===== src/rtl/fetch_stage.sv =====
// Instruction fetch stage: PC, imem req/ack handshake, 1-entry decode skid buffer, redirect.
// Optional macro FETCH_CNT_EN enables the delivered-instruction counter on fetch_cnt.
module fetch_stage #(
  parameter logic [31:0] RESET_PC = 32'h0000_0000
) (
  input  logic        clk,
  input  logic        rst,
  input  logic        stall,
  input  logic        redirect,
  input  logic [31:0] redirect_pc,
  output logic        imem_req,
  output logic [31:0] imem_addr,
  input  logic        imem_ack,
  input  logic [31:0] imem_rdata,
  output logic        id_valid,
  output logic [31:0] id_instr,
  output logic [31:0] id_pc4,
  output logic [15:0] id_imm,
  output logic [31:0] fetch_cnt
);

  localparam int unsigned XLEN  = 32;
  localparam int unsigned IMM_W = 16;

  typedef enum logic [1:0] {
    S_FETCH = 2'd0,
    S_DRAIN = 2'd1,
    S_HOLD  = 2'd2
  } state_t;

  state_t            r_state;
  state_t            w_state_nxt;
  logic [XLEN-1:0]   r_pc;
  logic [XLEN-1:0]   w_pc_nxt;
  logic [XLEN-1:0]   r_tgt;
  logic [XLEN-1:0]   w_tgt_nxt;
  logic              r_id_valid;
  logic              w_id_valid_nxt;
  logic [XLEN-1:0]   r_id_instr;
  logic [XLEN-1:0]   w_id_instr_nxt;
  logic [XLEN-1:0]   r_id_pc4;
  logic [XLEN-1:0]   w_id_pc4_nxt;
  logic [XLEN-1:0]   r_skid_instr;
  logic [XLEN-1:0]   w_skid_instr_nxt;
  logic [XLEN-1:0]   r_skid_pc4;
  logic [XLEN-1:0]   w_skid_pc4_nxt;
  logic [XLEN-1:0]   w_redir_pc;
  logic [XLEN-1:0]   w_pc_plus4;

  // Low target bits are forced to zero so every fetch stays word aligned.
  assign w_redir_pc = redirect_pc & 32'hFFFF_FFFC;
  assign w_pc_plus4 = r_pc + 32'd4;

  // State register
  always_ff @(posedge clk or posedge rst) begin
    if (rst) begin
      r_state <= S_FETCH;
    end else begin
      r_state <= w_state_nxt;
    end
  end

  // Next-state and datapath next values
  always_comb begin
    w_state_nxt      = r_state;
    w_pc_nxt         = r_pc;
    w_tgt_nxt        = r_tgt;
    w_id_valid_nxt   = r_id_valid;
    w_id_instr_nxt   = r_id_instr;
    w_id_pc4_nxt     = r_id_pc4;
    w_skid_instr_nxt = r_skid_instr;
    w_skid_pc4_nxt   = r_skid_pc4;

    // Decode took the current word and nothing new arrives unless a case below says so.
    if (!stall) begin
      w_id_valid_nxt = 1'b0;
    end

    unique case (r_state)
      S_FETCH: begin
        if (redirect) begin
          if (imem_ack) begin
            w_pc_nxt = w_redir_pc;
          end else begin
            w_tgt_nxt   = w_redir_pc;
            w_state_nxt = S_DRAIN;
          end
        end else if (imem_ack) begin
          w_pc_nxt = w_pc_plus4;
          if (!r_id_valid || !stall) begin
            w_id_valid_nxt = 1'b1;
            w_id_instr_nxt = imem_rdata;
            w_id_pc4_nxt   = w_pc_plus4;
          end else begin
            w_skid_instr_nxt = imem_rdata;
            w_skid_pc4_nxt   = w_pc_plus4;
            w_state_nxt      = S_HOLD;
          end
        end
      end

      S_DRAIN: begin
        // The outstanding word belongs to the old path; it is consumed and dropped.
        if (redirect) begin
          w_tgt_nxt = w_redir_pc;
        end
        if (imem_ack) begin
          w_pc_nxt    = redirect ? w_redir_pc : r_tgt;
          w_state_nxt = S_FETCH;
        end
      end

      S_HOLD: begin
        if (redirect) begin
          w_skid_instr_nxt = '0;
          w_skid_pc4_nxt   = '0;
          w_pc_nxt         = w_redir_pc;
          w_state_nxt      = S_FETCH;
        end else if (!stall) begin
          w_id_valid_nxt = 1'b1;
          w_id_instr_nxt = r_skid_instr;
          w_id_pc4_nxt   = r_skid_pc4;
          w_state_nxt    = S_FETCH;
        end
      end

      default: begin
        w_state_nxt = S_FETCH;
      end
    endcase

    if (redirect) begin
      w_id_valid_nxt = 1'b0;
    end
  end

  // Datapath registers
  always_ff @(posedge clk or posedge rst) begin
    if (rst) begin
      r_pc         <= RESET_PC;
      r_tgt        <= '0;
      r_id_valid   <= 1'b0;
      r_id_instr   <= '0;
      r_id_pc4     <= '0;
      r_skid_instr <= '0;
      r_skid_pc4   <= '0;
    end else begin
      r_pc         <= w_pc_nxt;
      r_tgt        <= w_tgt_nxt;
      r_id_valid   <= w_id_valid_nxt;
      r_id_instr   <= w_id_instr_nxt;
      r_id_pc4     <= w_id_pc4_nxt;
      r_skid_instr <= w_skid_instr_nxt;
      r_skid_pc4   <= w_skid_pc4_nxt;
    end
  end

`ifdef FETCH_CNT_EN
  logic [XLEN-1:0] r_fetch_cnt;

  // Counts words actually taken by decode.
  always_ff @(posedge clk or posedge rst) begin
    if (rst) begin
      r_fetch_cnt <= '0;
    end else if (r_id_valid && !stall && !redirect) begin
      r_fetch_cnt <= r_fetch_cnt + 32'd1;
    end
  end

  assign fetch_cnt = r_fetch_cnt;
`else
  assign fetch_cnt = 32'h0;
`endif

  assign imem_req  = (r_state != S_HOLD);
  assign imem_addr = r_pc;
  assign id_valid  = r_id_valid;
  assign id_instr  = r_id_instr;
  assign id_pc4    = r_id_pc4;
  assign id_imm    = r_id_instr[IMM_W-1:0];

endmodule


===== config.mk =====
export PLATFORM = sky130hd
export DESIGN_NAME = fetch_stage
export DESIGN_NICKNAME = d
export VERILOG_FILES = /design/src/rtl/fetch_stage.sv
export SDC_FILE = /design/constraint.sdc
export NUM_CORES = 1
export LEC_CHECK = 0
export ABC_AREA = 1
export CORE_ASPECT_RATIO = 1.5
export CORE_MARGIN = 5
export CORE_UTILIZATION = 40
export CTS_CLUSTER_SIZE = 40
export DETAILED_ROUTE_END_ITERATION = 7
export HOLD_SLACK_MARGIN = 0.02
export MAX_ROUTING_LAYER = met4
export PLACE_DENSITY = 0.65
export SYNTH_ARGS = -nofsm -noshare
export SYNTH_HDL_FRONTEND = slang
export SYNTH_SLANG_ARGS = --single-unit

===== constraint.sdc =====
create_clock -name clk -period 7.42 [get_ports clk]
set_clock_uncertainty 0.2 [all_clocks]
set_input_delay 0.742 -clock clk [delete_from_list [all_inputs] [get_ports clk]]
set_output_delay 0.742 -clock clk [all_outputs]
set_load 0.05 [all_outputs]

Word level (Yosys, flattened, before mapping). Index checks and enable logic that the tools add are counted.

Flip-flop bits (word level): 195. Latch bits: 0. RAM bits: 0. ROM bits: 0. Bits of input ports: 69. Output and inout port bits: 146. Memories kept: 0.

Add/subtract/negate cells: 1. $mul: 0. Div/mod/pow operators: 0. Magnitude comparators: 0. Eq/ne operators: 17. Shift-type cells: 0. Multiplexer cells: 45. Bitwise gates (word level): 0. Reduce and logical (&&, ||, !) cells: 12.

Operators by type and width (count): two-way mux 32 bit (25); case mux 32 bit (2 select lines) (5); case mux 32 bit (3 select lines) (1); adder 32 x 3 -> 32 bit (second input constant) (1); != test 2 bit (second input constant) (11); two-way mux 2 bit (7); != test 3 bit (second input constant) (4); AND reduction 5 bit (2); case mux 2 bit (3 select lines) (1); AND reduction 6 bit (1); two-way mux 1 bit (5); AND reduction 4 bit (1); nonzero test 2 bit (2); AND reduction 3 bit (1); nonzero test 3 bit (1); equality test 2 x 1 -> 1 bit (second input constant) (1); equality test 2 bit (second input constant) (1); zero test 1 bit (2); zero test 2 bit (1); case mux 1 bit (2 select lines) (1); logical OR 1 bit (1).

Depth between registers and ports, before layout. Gate-level depths: netlist (run 1).

Word-level depth: 6. Mapped depth: 12.

Worst setup path after synthesis (run 1). No wires, ideal clock.

Kind: reg-to-output. Start: register r_state[0]. End: output imem_req. Arrival: 1.360 ns. Setup slack: 5.118 ns. Cell stages (with the launch flop): 7. Buffers on the path: 3. Path through: dfrtp_1 inv_1 ha_1 buf_4 inv_2 buf_2 buf_2.

Word-level cells in the longest chain between the ends: 1.

Ends and longest elaborated chain: start, declared (line 31) `state_t r_state;`; start signal, assigned (line 59) `r_state <= w_state_nxt;`; != test 2 bit (line 175) `assign imem_req = (r_state != S_HOLD);`; end, declared (line 11) `output logic imem_req,`.

Every way passes these cells.

Worst setup path after layout (run 1).
Start: input redirect. End: register r_pc[19] (netlist: imem_addr[19]).

Word-level cells in the longest chain between the ends: 3.

Ends and longest elaborated chain: start, declared (line 9) `input logic redirect,`; two-way mux 32 bit; two-way mux 32 bit (line 107) `if (imem_ack) begin`; case mux 32 bit (3 select lines) (line 79) `unique case (r_state)`; end signal, assigned (line 148) `r_pc <= w_pc_nxt;`; end, declared (line 33) `logic [XLEN-1:0] r_pc;`.

Several ways; a longest one is shown, not always the timed one. The select of a mux whose other input is x is not followed. A chain may end at the register's enable or synchronous reset.

==> summary.md, run 1 <==
| Metric | Value |
|---|---|
| Status | `finished, final reports clean` |
| Reported leakage power | `roughly 0.0054 uW` |
| CP max stage delay | `0.51 ns` |
| Hold Violations, Final | `0` |
| Syn Std Cell Area | `about 0.0099 sq mm` |
| DIE WIDTH | `138.1 microns` |
| Placer Congestion | `0.9373` |
| HP Start | `r_skid_instr[23]` |
| # DRC | `0` |
| WL per Instance | `roughly 15 microns` |
| Vias | `8311` |
| Total GRT Usage | `0.1903` |
| Worst-case reg-to-reg path depth | `8` |
| Critical Path, Cell by Cell | `clkdlybuf4s50_1 -> buf_4 -> inv_4 -> nand2_2 -> nand2_1 -> a21oi_2 -> inv_2 -> a21oi_1 -> nand2_1 -> nand2_1` |
| Hold_buf cts | `0` |
| Clock root cell | `clkbuf_16` |
| Critical Path Fanout Max | `47` |
| CTS Buf Count | `17` |
| CTS H-tree lvls | `4` |
| Sequential share of the synthesized area | `0.4954` |
| First-pass GRT wire length | `about 43 mm` |
| Crit path launch | `redirect` |
| Area after DPL | `0.01155 sq mm` |
| Fin area | `0.01211 sq mm` |
| Syn Inst Count | `1224` |
| Worst path slowest cell | `inv_2` |
| Pin count of the biggest net entering global routing | `134` |
| CP required | `around 7.6 ns` |
| Clock Latency Late Sink | `~0.44 ns` |
| Worst hold path endpoint | `r_skid_instr[23]` |
| Vias per inst | `4.947` |
| Antenna cells | `0` |
| Port bufs | `180` |
| Arrival time worst endpoint | `3.49 ns` |
| Vias in the first global route | `around 8000` |
| Share of layout cells above drive strength 1 | `0.05605` |
| Hold Crit Class | `flop to flop` |
| Post-CTS Setup Inserts | `0` |
| Clock Tree Buf Depth | `2` |
| Routed Antenna Nets | `0` |
| Grt ovf | `0` |
| Most frequent cells in the layout | `nand2_1 (406), dfrtp_1 (195), clkdlybuf4s50_1 (180)` |
| Period utilization | `0.4476` |
| Peak supply drop | `between 0.2 and 0.3 mV` |
| Iteration-0 DRC count of the detailed router | `approximately 480` |
| Synth-to-Final Area Change | `22.94%` |
| Antenna violations before repair | `0` |
| CTS tree | `yes` |
| Drt first pass iters | `5` |
| Unrepaired setup endpoints after global routing | `false` |
| Core area | `0.02435 sq mm` |
| WS Path Type | `primary input to flop` |
| Die ar. | `0.02793 sq mm` |
| Syn Area/Cell | `8.048 sq um` |
| Hpwl dp | `17.50 mm` |
| Total power draw | `6339 uW` |
| Synth Warn # | `0` |
| Max Cap Viol | `0` |
| Fin nets | `between 1000 and 1500` |
| Initial Utilization | `0.4046` |
| Post-synth cell types | `36` |
| Cts repair resizes | `0` |
| Final slew viol count | `0` |
| Worst-Margin Slew | `1.114 ns` |
| Worst r2r src | `r_state[0]` |
| Num ports | `215` |
| Hold depth | `2` |
| CTS Sinks | `about 200` |
| Most common cell after layout, fill and taps aside | `nand2_1` |
| Crit end category | `flop` |
| # setup viols final | `0` |
| Flops & latches, synth | `195` |
| Fmax | `301.1 MHz` |
| Setup TNS Final | `0 ns` |
| Minimum clock period | `3.321 ns` |
| Clock slew at reported path FFs | `0.07 ns` |
| Worst R2R End | `r_skid_instr[16]` |
| WL final | `25.91 mm` |
| Startpoint types | `primary input` |
| Num rows | `70` |
| Slew margin rel. | `0.2574` |
| PD cells | `about 520 mW/mm^2` |
| R2R Setup Slk | `between 4 and 5 ns` |
| Cell mode on critical path | `nand2_1` |
| Die H | `between 200 and 250 microns` |
==> logic make-up after synthesis <==
group | Yosys count | synth area share
AND/OR/NAND/NOR | 562 | 0.2261
AO/OA/AOI/OAI | 261 | 0.1499
flip-flops | 195 | 0.4954
buffers and inverters | 173 | 0.09501
XOR/XNOR | 15 | 0.01334
multiplexers | 13 | 0.01486
adder cells (fa/ha/maj) | 4 | 0.005081
other | 1 | 0.0003807
==> stage by stage <==
step	utilization	hold WS (ns)	instances	setup slack (ns)
floorplan	-	0.2520	1255	1.166
global placement	0.4743	0.2662	1648	3.637
detailed placement	0.4743	0.2725	1648	3.647
CTS	0.4974	0.2915	1680	4.099
global route	0.4974	0.3104	1680	3.827
finish	0.4974	0.2876	1680	4.099
==> registers in the layout, summed over array words and instances, names as in the netlist <==
name / flops
id_instr: 32
r_skid_instr: 32
r_skid_pc4: 32
id_valid: 1
id_pc4: 32
imem_addr: 32
r_state: 2
r_tgt: 32
==> worst max path at each step <==
stage                          to  slack, ns  depth (start not counted)
CTS                 imem_addr[16]       4.10                         10
global route        imem_addr[27]       3.83                         10
detailed placement  imem_addr[16]       3.65                         10
finish              imem_addr[19]       4.10                         10
floorplan             id_instr[0]       1.17                          1
global placement    imem_addr[18]       3.64                         10
==> worst max-delay path: cells and delay by family <==
family                 cells  cell delay, ns
buffers and inverters      4            1.59
AO/OA/AOI/OAI              2            0.76
AND/OR/NAND/NOR            4            0.36
==> layout make-up <==
cell class | instances | area [sq um]
clock inverters | 12 | 95.09
repair buffers | 189 | 1869
clock buffers | 20 | 466.7
flip-flops and latches | 195 | 4880
fillers | 2362 | 12240
well taps | 324 | 405.4
multi-input cells | 887 | 4185
inverters | 53 | 209.0
==> per-layer routing <==
metal | track usage | up-vias | wire [microns]
met5 | - | - | 0
li1 | - | 4152 | -
met2 | 0.3137 | 249 | 12770
met3 | 0.03124 | 25 | 1290
met4 | 0.05544 | 0 | 438
met1 | 0.2431 | 3885 | 11410
==> Yosys cell counts, drive strengths merged <==
master | number | share of area
a221oi | 13 | 0.012
dfrtp | 195 | 0.50
and2 | 3 | 0.0019
o211ai | 7 | 0.0053
clkinv | 1 | 0.00038
buf | 93 | 0.064
a41oi | 2 | 0.0018
a22oi | 10 | 0.0076
nand3b | 7 | 0.0053
o21a | 2 | 0.0015
nand2 | 410 | 0.16
mux2 | 13 | 0.015
conb | 1 | 0.00038
nand3 | 17 | 0.0086
inv | 52 | 0.020
a21oi | 95 | 0.049
xnor2 | 7 | 0.0062
o22ai | 1 | 0.00064
clkbuf | 27 | 0.010
o31ai | 4 | 0.0030
xor2 | 8 | 0.0071
a31oi | 38 | 0.024
o2111ai | 1 | 0.00089
o21ai | 88 | 0.045
nor2 | 125 | 0.053
ha | 4 | 0.0051
==> power by group <==
group	internal [uW]	switching (uW)
clock	461	426
combinational	1120	2420
sequential	1560	359
total	3130	3200
Power figures use the tool's default switching activity.
==> run 2: changes to the inputs <==
--- a/config.mk
+++ b/config.mk
@@ -13,7 +13,7 @@
 export DETAILED_ROUTE_END_ITERATION = 7
 export HOLD_SLACK_MARGIN = 0.02
 export MAX_ROUTING_LAYER = met4
-export PLACE_DENSITY = 0.65
+export PLACE_DENSITY = 0.67
 export SYNTH_ARGS = -nofsm -noshare
 export SYNTH_HDL_FRONTEND = slang
 export SYNTH_SLANG_ARGS = --single-unit
==> constraint.sdc (replaced) <==
create_clock -name clk -period 2.7 [get_ports clk]
set_clock_uncertainty 0.2 [all_clocks]
set_input_delay 0.27 -clock clk [delete_from_list [all_inputs] [get_ports clk]]
set_output_delay 0.27 -clock clk [all_outputs]
set_load 0.05 [all_outputs]
==> run 2 against run 1 <==
  * First-iteration DRC count fell by 1.3%
  * Cell count rose by 0.65%
  * Global-route usage fell by 0.21 points
  * Count of clock-buffer cells in the layout fell by 2
  * Final area rose by 1.3%
  * Hold slack got worse by 0.16 ns
  * Worst setup slack got worse by 3.7 ns
  * Combinational power rose to 2.8 times the previous value
==> summary.md, run 2 (synthesis results as in run 1) <==
| Metric | Value |
|---|---|
| Status | `finished, final reports clean` |
| Placer Congestion | `0.9333 (-0.43%)` |
| Filler Cells Inserted | `2352 (-0.42%)` |
| CTS Sinks | `195 (unchanged)` |
| Arrival time worst endpoint | `2.49 ns (-1.00 ns)` |
| Core area | `0.02435 sq mm (unchanged)` |
| Critical Path, Cell by Cell | `inv_1 -> ha_1 -> nand2_1 -> o211ai_1 -> nor2_4 -> inv_2 -> a21oi_1 -> a21oi_1` |
| Die H | `202.2 microns (unchanged)` |
| Clock slew at reported path FFs | `0.07 ns (about the same)` |
| Minimum clock period | `2.333 ns` |
| Hold Crit Class | `primary input to async pin` |
| Port bufs | `180 (unchanged)` |
| Buf/Inv on CP | `2 (-2)` |
| Synth-to-Final Area Change | `24.55%` |
| Clock Tree Buf Depth | `2 (unchanged)` |
| Startpoint types | `flop` |
| # DRC | `0 (unchanged)` |
| Antenna cells | `0 (unchanged)` |
| Reported leakage power | `0.005446 uW (+1.6%)` |
| Crit path depth | `8 (-2)` |
| Max Cap Viol | `0 (unchanged)` |
| Antenna violations before repair | `0 (unchanged)` |
| WL per Instance | `15.11 microns (-2.0%)` |
| Cell mode on critical path | `a21oi_1` |
| Vias per inst | `5.062 (+2.3%)` |
| Fin nets | `1427 (+0.78%)` |
| Worst r2r src | `r_state[0]` |
| M2 GR Usage | `0.3115 (-0.002270)` |
| Routed Antenna Nets | `0 (unchanged)` |
| Setup TNS Final | `0 ns (unchanged)` |
| Final Util | `0.5039 (+0.006526)` |
| WS Path Type | `flop to flop` |
| Final slew viol count | `0 (unchanged)` |
| Fmax | `428.6 MHz` |
| Slew margin rel. | `0.4771 (+0.2197)` |
| CP max stage delay | `0.41 ns (-0.10 ns)` |
| Iteration-0 DRC count of the detailed router | `471 (-1.3%)` |
| Vias in the first global route | `7924 (-1.3%)` |
| Worst path slowest cell | `dfrtp_1` |
| Num rows | `70 (unchanged)` |
| DIE WIDTH | `138.1 microns (unchanged)` |
| Grt peak-use layer | `met2` |
| CTS Buf Count | `17 (unchanged)` |
| Num ports | `215 (unchanged)` |
| Crit end category | `flop` |
| Vias | `8560 (+3.0%)` |
| Critical Path Fanout Max | `28 (-40%)` |
| Initial Utilization | `0.4046 (unchanged)` |
| Unrepaired setup endpoints after global routing | `false` |
| WL final | `25.56 mm (-1.4%)` |
| Met3 GRT Util | `0.03314 (+0.001893)` |
| CP required | `2.86 ns (-4.73 ns)` |
| Most common cell after layout, fill and taps aside | `nand2_1` |
| Met1 usage | `0.2379 (-0.005155)` |
| PD cells | `1433 mW/mm^2 (+170%)` |
| Peak supply drop | `0.7661 mV (+210%)` |
| Post-CTS Setup Inserts | `0 (unchanged)` |
| R2R Setup Slk | `0.37 ns (-3.80 ns)` |
| Hpwl dp | `18.25 mm (+4.3%)` |
| Total GRT Usage | `0.1883 (-0.002052)` |
| Final std cells w/o fill | `1691 (+0.65%)` |
| Pin count of the biggest net entering global routing | `96 (-28%)` |
| Cts repair resizes | `0 (unchanged)` |
| CTS tree | `yes` |
| Worst-Margin Slew | `0.7844 ns (-0.3295 ns)` |
| Worst-case reg-to-reg path depth | `8 (unchanged)` |
| Share of layout cells above drive strength 1 | `0.06364 (+0.007596)` |
| Capture point of the critical path | `id_pc4[28]` |
| Die ar. | `0.02793 sq mm (unchanged)` |
| Post-Place Cells | `1659 (+0.67%)` |
| Clock Latency Late Sink | `0.44 ns (about the same)` |
| Period utilization | `0.8641` |
| Hold_buf cts | `0 (unchanged)` |
| Hold Violations, Final | `0 (unchanged)` |
| Drt first pass iters | `5 (unchanged)` |
| Most frequent cells in the layout | `nand2_1 (406), dfrtp_1 (195), clkdlybuf4s50_1 (179)` |
| Worst R2R End | `id_pc4[28]` |
| First-pass GRT wire length | `42.19 mm (-1.4%)` |
| CTS H-tree lvls | `4 (unchanged)` |
| Crit path launch | `r_state[0]` |
| # setup viols final | `0 (unchanged)` |
| Clock root cell | `clkbuf_16` |
| Grt ovf | `0 (unchanged)` |
| Family with the most delay on the worst path | `buffers and inverters` |
-- run 2: changes by cell type in the layout (fill, tap and decap cells not counted) --
cell             previous run  this run
buf_12                      0         7
clkinv_2                    2         4
clkbuf_1                    0         1
clkinv_4                    2         1
buf_4                       9        14
inv_8                       2         1
inv_6                       3         4
clkdlybuf4s50_1           180       179
bufinv_16                   0         1
clkbuf_8                    3         0
-- run 2: final cells by class --
class / instances / area, sq um / area share
multi-input combinational: 887 / 4185 / 0.3411
tap: 324 / 405.4 / 0.03304
clock buffer: 18 / 429.2 / 0.03498
sequential: 195 / 4880 / 0.3977
inverter: 53 / 205.2 / 0.01672
clock inverter: 14 / 127.6 / 0.01040
timing repair buffer: 200 / 2037 / 0.1660
-- run 2: worst register-to-register path, delay by kind of cell, from the launching register on --
family	cells	cell delay, ns
adders and majority gates	1	0.37
and+or+nand+nor	2	0.29
DFF	1	0.41
buffers and inverters	2	0.52
AOI/OAI and AO/OA	3	0.46
-- run 2: per-stage QoR --
step	hold slack (ns)	cell area, sq um	total power [uW]	setup slack (ns)
CTS	0.1259	12270	17750	0.3556
detailed placement	0.2716	11710	15220	0.2420
floorplan	0.1910	9971	12350	-0.2884
finish	0.1237	12270	17580	0.3670
global route	0.1609	12270	18830	0.1412
global placement	0.2647	11710	15050	0.2589
-- run 2: layer usage --
layer | part of all wire | routed length (microns)
met5 | 0 | 0
met4 | 0.019 | 480
met3 | 0.055 | 1417
met2 | 0.50 | 12890
met1 | 0.42 | 10770
-- run 2: worst min path at each step --
stage                    start         endpoint  slack (ns)  cells past startpoint
2_1_floorplan  redirect_pc[10]        r_tgt[10]        0.19                      2
5_1_grt                    rst  r_skid_instr[7]        0.16                      3
4_1_cts                    rst      id_instr[7]        0.13                      3
3_3_place_gp     r_skid_pc4[6]    r_skid_pc4[6]        0.26                      2
3_5_place_dp     r_skid_pc4[6]    r_skid_pc4[6]        0.27                      2
6_report                   rst  r_skid_instr[2]        0.12                      3
-- run 2: power by group --
part           internal (uW)  total, uW  switching (uW)
clock                   1280       2440            1160
combinational           3200       9880            6670
sequential              4280       5260             982
